### config.mk
export PLATFORM = sky130hd
export DESIGN_NAME = vedic_mul16_seq_ctrl
export DESIGN_NICKNAME = d
export VERILOG_FILES = /design/src/rtl/vedic_mul_pkg.sv /design/src/rtl/Vedic_8B.sv /design/src/rtl/vedic_mul16_seq_ctrl.sv
export SDC_FILE = /design/constraint.sdc
export NUM_CORES = 1
export LEC_CHECK = 0
export BUFFER_PORTS_ARGS = -buffer_cell sky130_fd_sc_hd__buf_2
export CORE_MARGIN = 2
export CORE_UTILIZATION = 56
export DETAILED_ROUTE_END_ITERATION = 10
export GPL_ROUTABILITY_DRIVEN = 0
export PLACE_DENSITY_LB_ADDON = 0.12
export SLEW_MARGIN = 0
export SYNTH_ARGS = -nofsm -noshare
export SYNTH_HDL_FRONTEND = slang
export SYNTH_SLANG_ARGS = --single-unit
### constraint.sdc
create_clock -name clk -period 10.7 [get_ports clk]
set_input_delay 1.07 -clock clk [delete_from_list [all_inputs] [get_ports clk]]
set_output_delay 1.07 -clock clk [all_outputs]
set_load 0.02 [all_outputs]
### src/rtl/vedic_mul_pkg.sv
// Shared definitions for the sequential 16x16 Vedic multiplier controller:
// FSM state encoding, partial-product count and the per-step tables that
// pick operand bytes and accumulate shifts.
package vedic_mul_pkg;

    typedef enum logic [1:0] {
        ST_IDLE = 2'd0,
        ST_MUL  = 2'd1,
        ST_FILL = 2'd2,
        ST_DONE = 2'd3
    } state_t;

    localparam int unsigned NUM_PP = 4;

    // Accumulate shift per step, step 0 in the low field: {16, 8, 8, 0}.
    localparam logic [19:0] PP_SHIFT_TAB = {5'd16, 5'd8, 5'd8, 5'd0};

    // Bit n set = step n uses the high byte of that operand.
    // Steps: aL*bL, aL*bH, aH*bL, aH*bH.
    localparam logic [3:0] SEL_A_HI = 4'b1100;
    localparam logic [3:0] SEL_B_HI = 4'b1010;

    function automatic logic [4:0] pp_shift(input logic [1:0] step);
        return PP_SHIFT_TAB[5*step +: 5];
    endfunction

endpackage

### src/rtl/Vedic_8B.sv
// Combinational 8x8 -> 16 unsigned Vedic multiplier. The operands are split
// into nibbles, the four 4x4 cross products are formed, and the products are
// summed at their nibble weights.
module Vedic_8B (
    input  logic [7:0]  a,
    input  logic [7:0]  b,
    output logic [15:0] c
);

    logic [7:0] q0;
    logic [7:0] q1;
    logic [7:0] q2;
    logic [7:0] q3;

    assign q0 = {4'b0, a[3:0]} * {4'b0, b[3:0]};
    assign q1 = {4'b0, a[3:0]} * {4'b0, b[7:4]};
    assign q2 = {4'b0, a[7:4]} * {4'b0, b[3:0]};
    assign q3 = {4'b0, a[7:4]} * {4'b0, b[7:4]};

    assign c = {q3, 8'b0} + {4'b0, q1, 4'b0} + {4'b0, q2, 4'b0} + {8'b0, q0};

endmodule

### src/rtl/vedic_mul16_seq_ctrl.sv
// Sequential 16x16 unsigned multiplier. One shared Vedic_8B core produces the
// four byte partial products over four cycles; they are shifted and summed
// into a 32-bit accumulator. Valid/ready handshakes on both sides, no overlap
// between retiring a product and accepting the next operand pair.
module vedic_mul16_seq_ctrl
    import vedic_mul_pkg::*;
#(
    parameter int unsigned PP_REG = 0,
    parameter int unsigned OP_W   = 16
) (
    input  logic              clk,
    input  logic              rst_n,
    input  logic              in_valid,
    output logic              in_ready,
    input  logic [OP_W-1:0]   a,
    input  logic [OP_W-1:0]   b,
    output logic              out_valid,
    input  logic              out_ready,
    output logic [2*OP_W-1:0] p,
    output logic              busy
);

    if (OP_W != 16) begin : g_bad_width
        $error("vedic_mul16_seq_ctrl: OP_W must be 16");
    end

    state_t      state_q;
    state_t      state_d;
    logic [1:0]  step_q;
    logic [15:0] a_q;
    logic [15:0] b_q;
    logic [31:0] acc_q;
    logic [31:0] p_q;
    logic        ready_en_q;

    logic        accept;
    logic        last_step;
    logic [7:0]  core_a;
    logic [7:0]  core_b;
    logic [15:0] pp;
    logic [31:0] addend;
    logic [31:0] acc_sum;
    logic        acc_en;
    logic        final_edge;

    assign accept    = in_valid & in_ready;
    assign last_step = (state_q == ST_MUL) && (step_q == 2'(NUM_PP - 1));

    assign core_a = SEL_A_HI[step_q] ? a_q[15:8] : a_q[7:0];
    assign core_b = SEL_B_HI[step_q] ? b_q[15:8] : b_q[7:0];

    Vedic_8B u_core (
        .a (core_a),
        .b (core_b),
        .c (pp)
    );

    if (PP_REG != 0) begin : g_pp_reg
        logic [15:0] pp_q;
        logic [4:0]  pp_shift_q;
        logic        pp_vld_q;

        // Partial product pipeline stage: every MUL cycle registers the core
        // output and its shift; the accumulate then trails by one edge.
        always_ff @(posedge clk or negedge rst_n) begin
            if (!rst_n) begin
                pp_q       <= '0;
                pp_shift_q <= '0;
                pp_vld_q   <= 1'b0;
            end else begin
                pp_q       <= pp;
                pp_shift_q <= pp_shift(step_q);
                pp_vld_q   <= (state_q == ST_MUL);
            end
        end

        assign addend     = {16'b0, pp_q} << pp_shift_q;
        assign acc_en     = pp_vld_q;
        assign final_edge = (state_q == ST_FILL);
    end else begin : g_pp_direct
        assign addend     = {16'b0, pp} << pp_shift(step_q);
        assign acc_en     = (state_q == ST_MUL);
        assign final_edge = last_step;
    end

    assign acc_sum = acc_q + addend;

    // State register.
    always_ff @(posedge clk or negedge rst_n) begin
        if (!rst_n) begin
            state_q <= ST_IDLE;
        end else begin
            state_q <= state_d;
        end
    end

    // Next-state logic and handshake outputs.
    always_comb begin
        state_d   = state_q;
        in_ready  = 1'b0;
        out_valid = 1'b0;
        busy      = 1'b1;
        case (state_q)
            ST_IDLE: begin
                in_ready = ready_en_q;
                busy     = 1'b0;
                if (accept) begin
                    state_d = ST_MUL;
                end
            end
            ST_MUL: begin
                if (last_step) begin
                    state_d = (PP_REG != 0) ? ST_FILL : ST_DONE;
                end
            end
            ST_FILL: begin
                state_d = ST_DONE;
            end
            ST_DONE: begin
                out_valid = 1'b1;
                if (out_ready) begin
                    state_d = ST_IDLE;
                end
            end
            default: begin
                state_d = ST_IDLE;
            end
        endcase
    end

    // Operand capture, step counter, accumulator and result register.
    always_ff @(posedge clk or negedge rst_n) begin
        if (!rst_n) begin
            ready_en_q <= 1'b0;
            step_q     <= '0;
            a_q        <= '0;
            b_q        <= '0;
            acc_q      <= '0;
            p_q        <= '0;
        end else begin
            ready_en_q <= 1'b1;
            if (accept) begin
                a_q    <= a;
                b_q    <= b;
                acc_q  <= '0;
                step_q <= '0;
            end else begin
                if (state_q == ST_MUL) begin
                    step_q <= step_q + 2'd1;
                end
                if (acc_en) begin
                    acc_q <= acc_sum;
                end
                if (final_edge) begin
                    p_q <= acc_sum;
                end
            end
        end
    end

    assign p = p_q;

endmodule

Yosys cells after proc, flatten, opt, wreduce, memory -nomap -nowiden. Cells that the tools add are included.

Bits of input ports: 36. Logic and storage cells: 51. Output and inout bits: 35. Register bits after elaboration: 101.

Equality and inequality tests: 7. Reduce and logical (&&, ||, !) cells: 5. $lt $le $gt $ge: 1. Multiply operators: 5. Shifts and indexed selects: 2. Mux-type cells: 17. Bitwise operators: 2. $add $sub $neg: 5.

Operator list (count): 32-bit two-way mux (2); 16-bit by 12-bit adder with 16-bit output (2); 32-bit adder (1); 4-bit by 4-bit multiplier with 8-bit output (4); 16-bit by 5-bit << shifter with 32-bit output (1); 20-bit by 6-bit indexed part select with 5-bit output, first input constant (1); 16-bit by 8-bit adder with 16-bit output (1); 8-bit two-way mux (2); 2-bit two-way mux (5); 2-bit one-hot mux with 4 select lines (1); 2-bit equality test, second input constant (3); 3-bit by 2-bit multiplier with 5-bit output, first input constant (1); 1-bit two-way mux (5); 1-bit binary-select mux with 2-bit select (2); 2-bit != test, second input constant (2); 2-bit by 3-bit < comparator with 1-bit output, second input constant (1); 3-bit AND reduction (1); 2-bit by 1-bit adder with 2-bit output, second input constant (1); 2-bit by 1-bit equality test with 1-bit output, second input constant (1); 2-bit logical NOT (1); 2-bit by 1-bit != test with 1-bit output, second input constant (1); 2-bit AND reduction (1); 2-bit nonzero test (1); 1-bit bitwise AND (1); 2 further kinds (2).

Longest topological paths before layout. Gate-level depths: netlist of the first run.

Depth after elaboration: 11. Gate-level depth with buffers: 36. Depth with buffers taken out: 35.

Hierarchy. Synthesis of the first run repeated with hierarchy kept, for this count alone.

Cell total of the unflattened synthesis: 1003. Area total of the unflattened synthesis: 8812.2 um^2.

Modules (own cells, without submodules): vedic_mul16_seq_ctrl (area each 6269.8 um^2, times used 1, seq. area each 2527.4 um^2, cells an instance 713); Vedic_8B (area each 2542.4 um^2, times used 1, seq. area each 0.0 um^2, cells an instance 290).

Least setup slack after synthesis of the first run. No wires, ideal clock.

Path kind: reg-to-reg. Start: register step_q[1]. End: register acc_q[31]. Cell stages (with the launch flop): 34. Data required time: 10.622 ns. Path buffers: 1. Period minus slack after synthesis: 8.295 ns. Arrival: 8.217 ns. Setup time: 0.078 ns. Slack: 2.405 ns. Cell sequence: dfrtp_1 -> buf_1 -> mux2i_1 -> or2_2 -> fa_1 -> inv_1 -> fa_1 -> inv_1 -> fa_1 -> inv_1 -> ha_1 -> inv_1 -> fa_1 -> fa_1 -> inv_1 -> ha_1 -> inv_1 -> a21oi_1 -> o21ai_0 -> a21oi_1 -> or2_2 -> a2111o_1 -> o221ai_1 -> nor2_1 -> ha_1 -> a21oi_1 -> o21ai_0 -> a21o_1 -> or4b_4 -> a41oi_4 -> o21ai_2 -> a31oi_4 -> xor3_1 -> a21oi_1.

Longest elaborated chain between the ends: 11. Elaborated cells on any way between the ends: 19. Classes of those cells: 4 x add/sub; 5 x mul; 2 x shift; 8 x mux.

RTL lines: from (decl) (line vedic_mul16_seq_ctrl.sv:29) `logic [1:0] step_q;`; from (signal assigned) (line vedic_mul16_seq_ctrl.sv:149) `step_q <= step_q + 2'd1;`; 1-bit binary-select mux with 2-bit select, on equally long branches (line vedic_mul16_seq_ctrl.sv:49, vedic_mul16_seq_ctrl.sv:50); 1-bit two-way mux, on equally long branches (line vedic_mul16_seq_ctrl.sv:49, vedic_mul16_seq_ctrl.sv:50); 8-bit two-way mux, on equally long branches (line vedic_mul16_seq_ctrl.sv:49, vedic_mul16_seq_ctrl.sv:50); 4-bit by 4-bit multiplier with 8-bit output, on equally long branches (line Vedic_8B.sv:16, Vedic_8B.sv:18); 16-bit by 12-bit adder with 16-bit output (2 in a row) (line Vedic_8B.sv:20) `assign c = {q3, 8'b0} + {4'b0, q1, 4'b0} + {4'b0, q2, 4'b0} + {8'b0, q0};`; 16-bit by 8-bit adder with 16-bit output (line Vedic_8B.sv:20); 16-bit by 5-bit << shifter with 32-bit output * (line vedic_mul16_seq_ctrl.sv:81) `assign addend = {16'b0, pp} << pp_shift(step_q);`; 32-bit adder * (line vedic_mul16_seq_ctrl.sv:86) `assign acc_sum = acc_q + addend;`; 32-bit two-way mux * (line vedic_mul16_seq_ctrl.sv:151) `if (acc_en) begin`; 32-bit two-way mux * (line vedic_mul16_seq_ctrl.sv:142) `if (accept) begin`; to (signal assigned) (line vedic_mul16_seq_ctrl.sv:152) `acc_q <= acc_sum;`; to (decl) (line vedic_mul16_seq_ctrl.sv:32) `logic [31:0] acc_q;`.

Every way passes the cells marked *; elsewhere a longest branch is shown, timed or not. The select of a mux whose other input is x is not followed. A chain may end at the register's enable or synchronous reset.

Worst setup path after layout of the first run.
Start: register step_q[1]. End: register p_q[29] (netlist: p[29]).

Longest elaborated chain between the ends: 9. Elaborated cells on any way between the ends: 20. Classes of those cells: 4 x add/sub; 5 x mul; 1 x eq/ne; 2 x shift; 6 x mux; 2 x reduce/logical.

RTL lines: 1-bit binary-select mux with 2-bit select, on equally long branches (line vedic_mul16_seq_ctrl.sv:49, vedic_mul16_seq_ctrl.sv:50); 1-bit two-way mux, on equally long branches (line vedic_mul16_seq_ctrl.sv:49, vedic_mul16_seq_ctrl.sv:50); 8-bit two-way mux, on equally long branches (line vedic_mul16_seq_ctrl.sv:49, vedic_mul16_seq_ctrl.sv:50); 4-bit by 4-bit multiplier with 8-bit output, on equally long branches (line Vedic_8B.sv:16, Vedic_8B.sv:18); 16-bit by 12-bit adder with 16-bit output (2 in a row) (line Vedic_8B.sv:20); 16-bit by 8-bit adder with 16-bit output (line Vedic_8B.sv:20); 16-bit by 5-bit << shifter with 32-bit output (line vedic_mul16_seq_ctrl.sv:81); 32-bit adder (line vedic_mul16_seq_ctrl.sv:86); to (signal assigned) (line vedic_mul16_seq_ctrl.sv:155) `p_q <= acc_sum;`; to (decl) (line vedic_mul16_seq_ctrl.sv:33) `logic [31:0] p_q;`.

Several ways; a longest one is shown, not always the timed one. The select of a mux whose other input is x is not followed.

==> results of run 1 <==
cell type report:
cell class                      count  area, um2
Clock buffer                       11        253
Clock inverter                      4       95.1
Fill cell                        1262       5310
Inverter                           83        312
Multi-Input combinational cell    774       5530
Sequential cell                   101       2530
Tap cell                          184        230
Timing Repair Buffer               74        383
cells in the mapped netlist, drive strengths merged (5+ instances only):
cell and instances:
o21ai 36, nor2b 6, a21o 22, dfrtp 101
fa 27, o21bai 8, a21oi 42, xnor2 26
nand2 202, or2 17, and2 9, clkbuf 27
o22ai 7, and3 8, buf 5, nor2 99
ha 110, a31oi 5, xor2 20, nor3 11
nand3 12, mux2 5, inv 83, nand2b 11
mux2i 46
layer usage:
metal / track usage [%] / up-vias
li1: - / 3413
met3: 4.02 / 16
met1: 41.2 / 3234
met4: 6.14 / 0
met5: 0 / -
met2: 34.2 / 184
cells in the final DEF (no fill, tap or decap), types with 5 or more instances in the layout:
| cell | n |
|---|---|
| nor2b_1 | 6 |
| or2_2 | 17 |
| xor2_1 | 20 |
| buf_2 | 69 |
| buf_4 | 5 |
| nor2_1 | 99 |
| a21o_1 | 22 |
| o22ai_1 | 7 |
| o21bai_1 | 8 |
| fa_1 | 27 |
| clkbuf_16 | 9 |
| nor3_1 | 10 |
| nand2b_1 | 11 |
| nand2_1 | 202 |
| mux2i_1 | 46 |
| ha_1 | 109 |
| o21ai_0 | 33 |
| xnor2_1 | 26 |
| inv_1 | 82 |
| a21oi_1 | 42 |
| dfrtp_1 | 101 |
| and2_1 | 9 |
| nand3_1 | 12 |
| and3_1 | 7 |
| mux2_2 | 5 |
sequential cells by signal, summed over array words and instances, names as in the netlist:
| register | flops |
|---|---|
| state_q | 2 |
| p | 32 |
| acc_q | 32 |
| a_q | 16 |
| ready_en_q | 1 |
| step_q | 2 |
| b_q | 16 |
worst reg2reg max path: cells and delay by family, from the launching register on:
kind | cells | cell delay (ns)
adder cells (fa/ha/maj) | 8 | 3.56
AND/OR/NAND/NOR | 4 | 1.31
AO/OA/AOI/OAI | 12 | 2.31
buffers and inverters | 6 | 0.35
XOR/XNOR | 1 | 0.18
multiplexers | 1 | 0.35
flip-flops | 1 | 0.68
metrics by stage:
stage,instance area [um2],hold WS (ns)
after global placement,8980,0.453
after floorplan,8490,0.445
after detailed placement,8980,0.457
after global routing,9330,0.493
after CTS,9330,0.473
final,9330,0.466
worst max path at each step:
stage	startpoint	endpoint	slack [ns]	cells after the start
after global placement	step_q[1]	acc_q[31]	2.11	32
after CTS	step_q[1]	p[29]	1.81	32
after detailed placement	step_q[1]	acc_q[31]	1.87	32
after global routing	step_q[1]	p[29]	1.27	32
final	step_q[1]	p[29]	1.83	32
after floorplan	step_q[1]	acc_q[31]	2.41	33
kinds of logic after synthesis:
group | synth area share (%)
other cells | 0.0442
mux | 6.09
buf+inv | 5.09
fa+ha+maj | 22.6
compound gates | 11.8
xor+xnor | 5.03
flops | 29.8
simple gates | 19.6
==> impl_metrics.toml, run 1 <==
[routing]
drc = 0
met2WireLength_mm = 8.06
first_iter_violations = 484
ant_nets = 0
vias = 6847
met1Wirelength_mm = 10.3
route.met3.wl_mm = 1.06
viasPerCell = 5.56
drt-total-wl_mm = 19.6
wl_per_cell_um = 15.9
dr.max_layer_used = "met4"
drtPass1Iterations = 5

[min_path]
hold_end = "p[23]"
holdCritPathClass = "flip-flop to flip-flop"
whs_path_depth = 2
worstHoldStart = "p[23]"

[place]
dpl.hpwl_mm = 15.0
io_buffers = 70
dp.cells = 1216
dpl_worst_slack_ns = 1.87

[setup_path]
timing.critical_path.mode_cell = "inv_1"
critPathArrivalTime_ns = 9.10
rrSetupSlack_ns = 1.83
crit_path_start_kind = "flip-flop"
rr_endpoint = "p[29]"
crit_path_max_fanout = 12
worstSetupPathType = "flip-flop to flip-flop"
cp-end-kind = "flip-flop"
max_stage_delay_ns = 0.68
critPathSlowestCell = "dfrtp_1"
cp_data_required_time_ns = 10.93
worstReg2RegStart = "step_q[1]"
crit_buf_inv = 6
reg2reg_depth = 32
critPathTopFamily = "adder cells"

[flow_run]
maxCapViolations = 0

[synth]
async_flop_share_pct = 100
synth.area.top_cells = "dfrtp_1, ha_1, nand2_1, fa_1, mux2i_1"
postSynthCellCount = 990
syn-mean-instance-area_um2 = 8.57
synth_edf_count = 0
syn_area_mm2 = 0.00849
ys_ff_latch = 101
yosysSeqAreaShare_pct = 29.8
netlist.area_leader.share_pct = 29.8
postSynthNetCount = 1163
ys_types = 55
yosysWarnings = 0
yosys.area.top_type = "dfrtp_1"
ys.flop_type = "dfrtp_1"

[clock_tree]
clk_latency_ns = 0.36
cts_buffers = 9
h-tree-depth = 3
cts_sinks = 101
cts.path.max_buffers = 2
cts.reportedPaths.clkPinSlew_ns = 0.06
cts.repair.resized = 0
cts-root-buf = "clkbuf_16"
cts_hold_buf = 0
post_cts_buffers = 0
cts_tree = "built"

[final_layout]
post-route-util_pct = 63.7
nets = 1216
drive_above_1_share_pct = 11.7
instances_no_fill = 1231
areaGrowthSynthToFinish_pct = 9.95
diodes = 0

[die]
die_area_mm2 = 0.0162
rows = 44
die_h_um = 127
chipWidth_um = 127
initial_utilization_pct = 58.0
io_pins = 71
coreArea_mm2 = 0.0146

[sta]
final_max_slew_viol_count = 0
min_period_over_period_pct = 82.9
final_hold_viol_count = 0
setup_slack_ns = 1.83
worst_pin_slew_ns = 1.11
finalClockSkew_ns = 0.00870
finalSetupViolCount = 0
fmax_mhz = 113
rsz0062_at_grt = "false"
fin_setup_tns_ns = 0
slew_headroom_pct = 25.7
period_minus_slack_ns = 8.87

[global_routing]
grt_pass1_vias = 6299
grt_antenna_before_repair = 0
grt_pass1_wl_mm = 32.4
gr-total-overflow = 0
grt_max_degree = 65
grt_use_total_pct = 25.1

[outcome]
status = "finished clean"
Power of run 1 is left out: the tool's default activity adds up to more than one toggle a clock period on the data nets, which glitch-free logic cannot reach.
==> run 2, diff against run 1 <==
- clock period: 10.7 -> 8.9 ns (I/O delays scaled with it)
==> impl_metrics.toml, run 2 (same netlist as run 1, synthesis figures left out) <==
[clock_tree]
post_cts_buffers = 0
cts_hold_buf = 0
cts.repair.resized = 0
clk_latency_ns = 0.36
cts_sinks = 101
cts_buffers = 9
cts.path.max_buffers = 2
h-tree-depth = 3
cts-root-buf = "clkbuf_16"
cts_tree = "built"
cts.reportedPaths.clkPinSlew_ns = 0.06

[die]
rows = 44
chipWidth_um = 127
coreArea_mm2 = 0.0146
die_area_mm2 = 0.0162
io_pins = 71
die_h_um = 127
initial_utilization_pct = 58.0

[setup_path]
worstSetupPathType = "flip-flop to flip-flop"
cp_data_required_time_ns = 9.18
rr_endpoint = "acc_q[31]"
rrSetupSlack_ns = 0.43
critPathArrivalTime_ns = 8.75
timing.critical_path.mode_cell = "inv_1"
worstReg2RegStart = "step_q[0]"
crit_path_start_kind = "flip-flop"
max_stage_delay_ns = 0.56
critPathSlowestCell = "fa_1"
cp-end-kind = "flip-flop"
reg2reg_depth = 33
crit_path_max_fanout = 7

[routing]
wl_per_cell_um = 15.5
drt-total-wl_mm = 19.3
first_iter_violations = 364
drtPass1Iterations = 5
viasPerCell = 5.47
ant_nets = 0
vias = 6821
drc = 0

[sta]
slew_headroom_pct = 27.4
finalSetupViolCount = 0
rsz0062_at_grt = "false"
fin_setup_tns_ns = 0
worst_pin_slew_ns = 1.09
min_period_over_period_pct = 95.2
period_minus_slack_ns = 8.47
fmax_mhz = 118
setup_slack_ns = 0.428
final_hold_viol_count = 0
final_max_slew_viol_count = 0
finalClockSkew_ns = 0.0108

[final_layout]
drive_above_1_share_pct = 13.2
nFillCells = 1280
layout_commonest_cell = "nand2_1"
diodes = 0
post-route-util_pct = 64.3
nets = 1230
final_cell_mix = "nand2_1, ha_1, nor2_1, dfrtp_1, inv_1"
areaGrowthSynthToFinish_pct = 11.0

[global_routing]
grt_antenna_before_repair = 0
gr-total-overflow = 0
grt_use_total_pct = 24.9
grt_pass1_wl_mm = 32.3
grt_max_degree = 64
grt_pass1_vias = 6496

[min_path]
hold_end = "p[23]"
worstHoldStart = "p[23]"
whs_path_depth = 2
holdCritPathClass = "flip-flop to flip-flop"

[outcome]
status = "finished clean"

[place]
dpl_worst_slack_ns = 0.320
io_buffers = 70
dpl.hpwl_mm = 14.7

[flow_run]
maxCapViolations = 0
-- run 2: cell count changes in the layout (fill, tap and decap cells not counted), moves of 2 or more --
cell,change
buf_4,+14
inv_6,+3
clkbuf_8,-2
dfrtp_1,-2
dfrtp_2,+2
-- run 2: area by class of cell --
| type | instances | area [um2] | area share, % |
|---|---|---|---|
| flip-flops and latches | 101 | 2530 | 26.8 |
| inverters | 83 | 312 | 3.31 |
| well taps | 184 | 230 | 2.44 |
| multi-input cells | 774 | 5540 | 58.8 |
| repair buffers | 88 | 488 | 5.18 |
| clock inverters | 6 | 93.8 | 0.996 |
| clock buffers | 10 | 229 | 2.43 |
-- run 2: per-stage QoR --
stage,area (um2),hold slack (ns),cells
2_1_floorplan,8490,0.445,990
3_3_place_gp,9090,0.453,1230
3_5_place_dp,9090,0.457,1230
4_1_cts,9410,0.476,1246
5_1_grt,9420,0.497,1246
6_report,9420,0.467,1246
-- run 2: worst max path at each step --
stage,start,to,slack (ns)
6_report,step_q[0],acc_q[31],0.43
5_1_grt,step_q[0],acc_q[31],0.001
4_1_cts,step_q[1],acc_q[31],0.28
3_5_place_dp,step_q[1],acc_q[31],0.32
3_3_place_gp,step_q[1],acc_q[31],0.45
2_1_floorplan,step_q[1],acc_q[31],0.61
-- run 2: layer usage --
layer / vias up / share of wire (%) / global-route usage [%]
li1: 3441 / - / -
met1: 3183 / 52 / 39.2
met2: 178 / 42 / 35.6
met3: 19 / 5.3 / 4.19
met4: 0 / 1.4 / 6.01
met5: - / 0 / 0
-- run 2: worst max-delay path, delay by kind of cell (launching register included) --
family	cells	cell delay, ns
buffers and inverters	7	0.55
AO/OA/AOI/OAI	12	2.17
multiplexers	1	0.15
AND/OR/NAND/NOR	4	1.23
adder cells (fa/ha/maj)	8	3.49
XOR/XNOR	1	0.34
flip-flops	1	0.47
Power of run 2 is left out for the same reason.
==> run 3, diff against run 2 <==
- CORE_ASPECT_RATIO: default -> 0.5
==> impl_metrics.toml, run 3 (same netlist as run 1, synthesis figures left out) <==
[final_layout]
seq_area_mm2 = 0.00253
areaGrowthSynthToFinish_pct = 11.3
nFillCells = 1267
layout_commonest_cell = "nand2_1"
diodes = 0
final_cell_mix = "nand2_1, ha_1, nor2_1, dfrtp_1, inv_1"
final_area_mm2 = 0.00945
multi_input_comb_area_mm2 = 0.00554
post-route-util_pct = 64.6
nets = 1232
drive_above_1_share_pct = 13.4

[routing]
route.met3.wl_mm = 1.03
ant_nets = 0
met2WireLength_mm = 8.97
wl_per_cell_um = 15.9
first_iter_violations = 290
drtPass1Iterations = 5
drt-total-wl_mm = 20.1
drc = 0
dr.max_layer_used = "met4"
vias = 6936
met1Wirelength_mm = 9.77
viasPerCell = 5.50

[clock_tree]
h-tree-depth = 3
cts.path.max_buffers = 2
cts_buffers = 9
cts_sinks = 101
cts.reportedPaths.clkPinSlew_ns = 0.08
cts_hold_buf = 0
cts-root-buf = "clkbuf_16"
clk_latency_ns = 0.36
cts_tree = "built"

[sta]
fmax_mhz = 118
final_max_slew_viol_count = 0
final_hold_viol_count = 0
worst_pin_slew_ns = 1.09
setup_slack_ns = 0.434
period_minus_slack_ns = 8.47
min_period_over_period_pct = 95.1
finalClockSkew_ns = 0.0170
slew_headroom_pct = 27.5
finalSetupViolCount = 0

[global_routing]
grt_use_total_pct = 26.6
gr-total-overflow = 0
grt_antenna_before_repair = 0
grt_pass1_wl_mm = 34.5
grt_max_degree = 68
grt_pass1_vias = 7125

[place]
io_buffers = 70
dpl_worst_slack_ns = 0.145
dpl_cell_area_mm2 = 0.00911
dpl.hpwl_mm = 15.3

[setup_path]
cp-end-kind = "flip-flop"
rr_endpoint = "acc_q[31]"
critPathSlowestCell = "fa_1"
reg2reg_depth = 33
cp_data_required_time_ns = 9.18
timing.critical_path.mode_cell = "inv_1"
worstReg2RegStart = "step_q[1]"
crit_path_max_fanout = 7
worstSetupPathType = "flip-flop to flip-flop"
max_stage_delay_ns = 0.58
critPathArrivalTime_ns = 8.75
crit_path_start_kind = "flip-flop"
rrSetupSlack_ns = 0.43

[die]
initial_utilization_pct = 58.0
coreArea_mm2 = 0.0146
io_pins = 71
die_area_mm2 = 0.0162
die_h_um = 91.1
chipWidth_um = 178
rows = 31

[outcome]
status = "finished clean"

[min_path]
hold_end = "p[21]"
whs_path_depth = 2
worstHoldStart = "p[21]"
holdCritPathClass = "flip-flop to flip-flop"

[flow_run]
maxCapViolations = 0
==> run 3: area by class of cell <==
cell class,instances,area share (%)
clock buffers,9,2.38
repair buffers,90,5.32
inverters,83,3.30
multi-input cells,774,58.6
clock inverters,7,0.954
flip-flops and latches,101,26.8
well taps,198,2.62
==> run 3: worst max-delay path by stage <==
stage	start	endpoint	slack, ns	cells after the start
2_1_floorplan	step_q[1]	acc_q[31]	0.61	33
3_3_place_gp	step_q[1]	acc_q[31]	0.37	32
3_5_place_dp	step_q[1]	acc_q[31]	0.15	32
4_1_cts	step_q[1]	acc_q[31]	0.1	32
5_1_grt	step_q[1]	p[24]	-0.04	33
6_report	step_q[1]	acc_q[31]	0.43	33
==> run 3: metrics by stage <==
step           hold WS, ns  cells  setup TNS (ns)
6_report             0.470   1262               0
5_1_grt              0.504   1262         -0.0578
4_1_cts              0.476   1260               0
3_5_place_dp         0.457   1244               0
3_3_place_gp         0.452   1244               0
2_1_floorplan        0.445    990               0
==> run 3: worst max-delay path: cells and delay by family (launching register included) <==
kind / cells / cell delay [ns]
xor+xnor: 1 / 0.34
buf+inv: 7 / 0.53
mux: 1 / 0.13
flops: 1 / 0.44
simple gates: 4 / 1.25
compound gates: 12 / 2.14
fa+ha+maj: 8 / 3.55
==> run 3: timing repair <==
| action | in CTS | in global routing |
|---|---|---|
| setup buffers | 0 | 2 |
| resized for setup | 0 | 4 |
| hold endpoints to repair | 0 | 0 |
| setup endpoints to repair | 0 | 20 |
==> run 3: layer usage <==
metal / up-vias / track usage, %
li1: 3446 / -
met1: 3292 / 36.9
met2: 172 / 42.7
met3: 26 / 4.98
met4: 0 / 7.45
met5: - / 0
Power of run 3 is left out for the same reason.
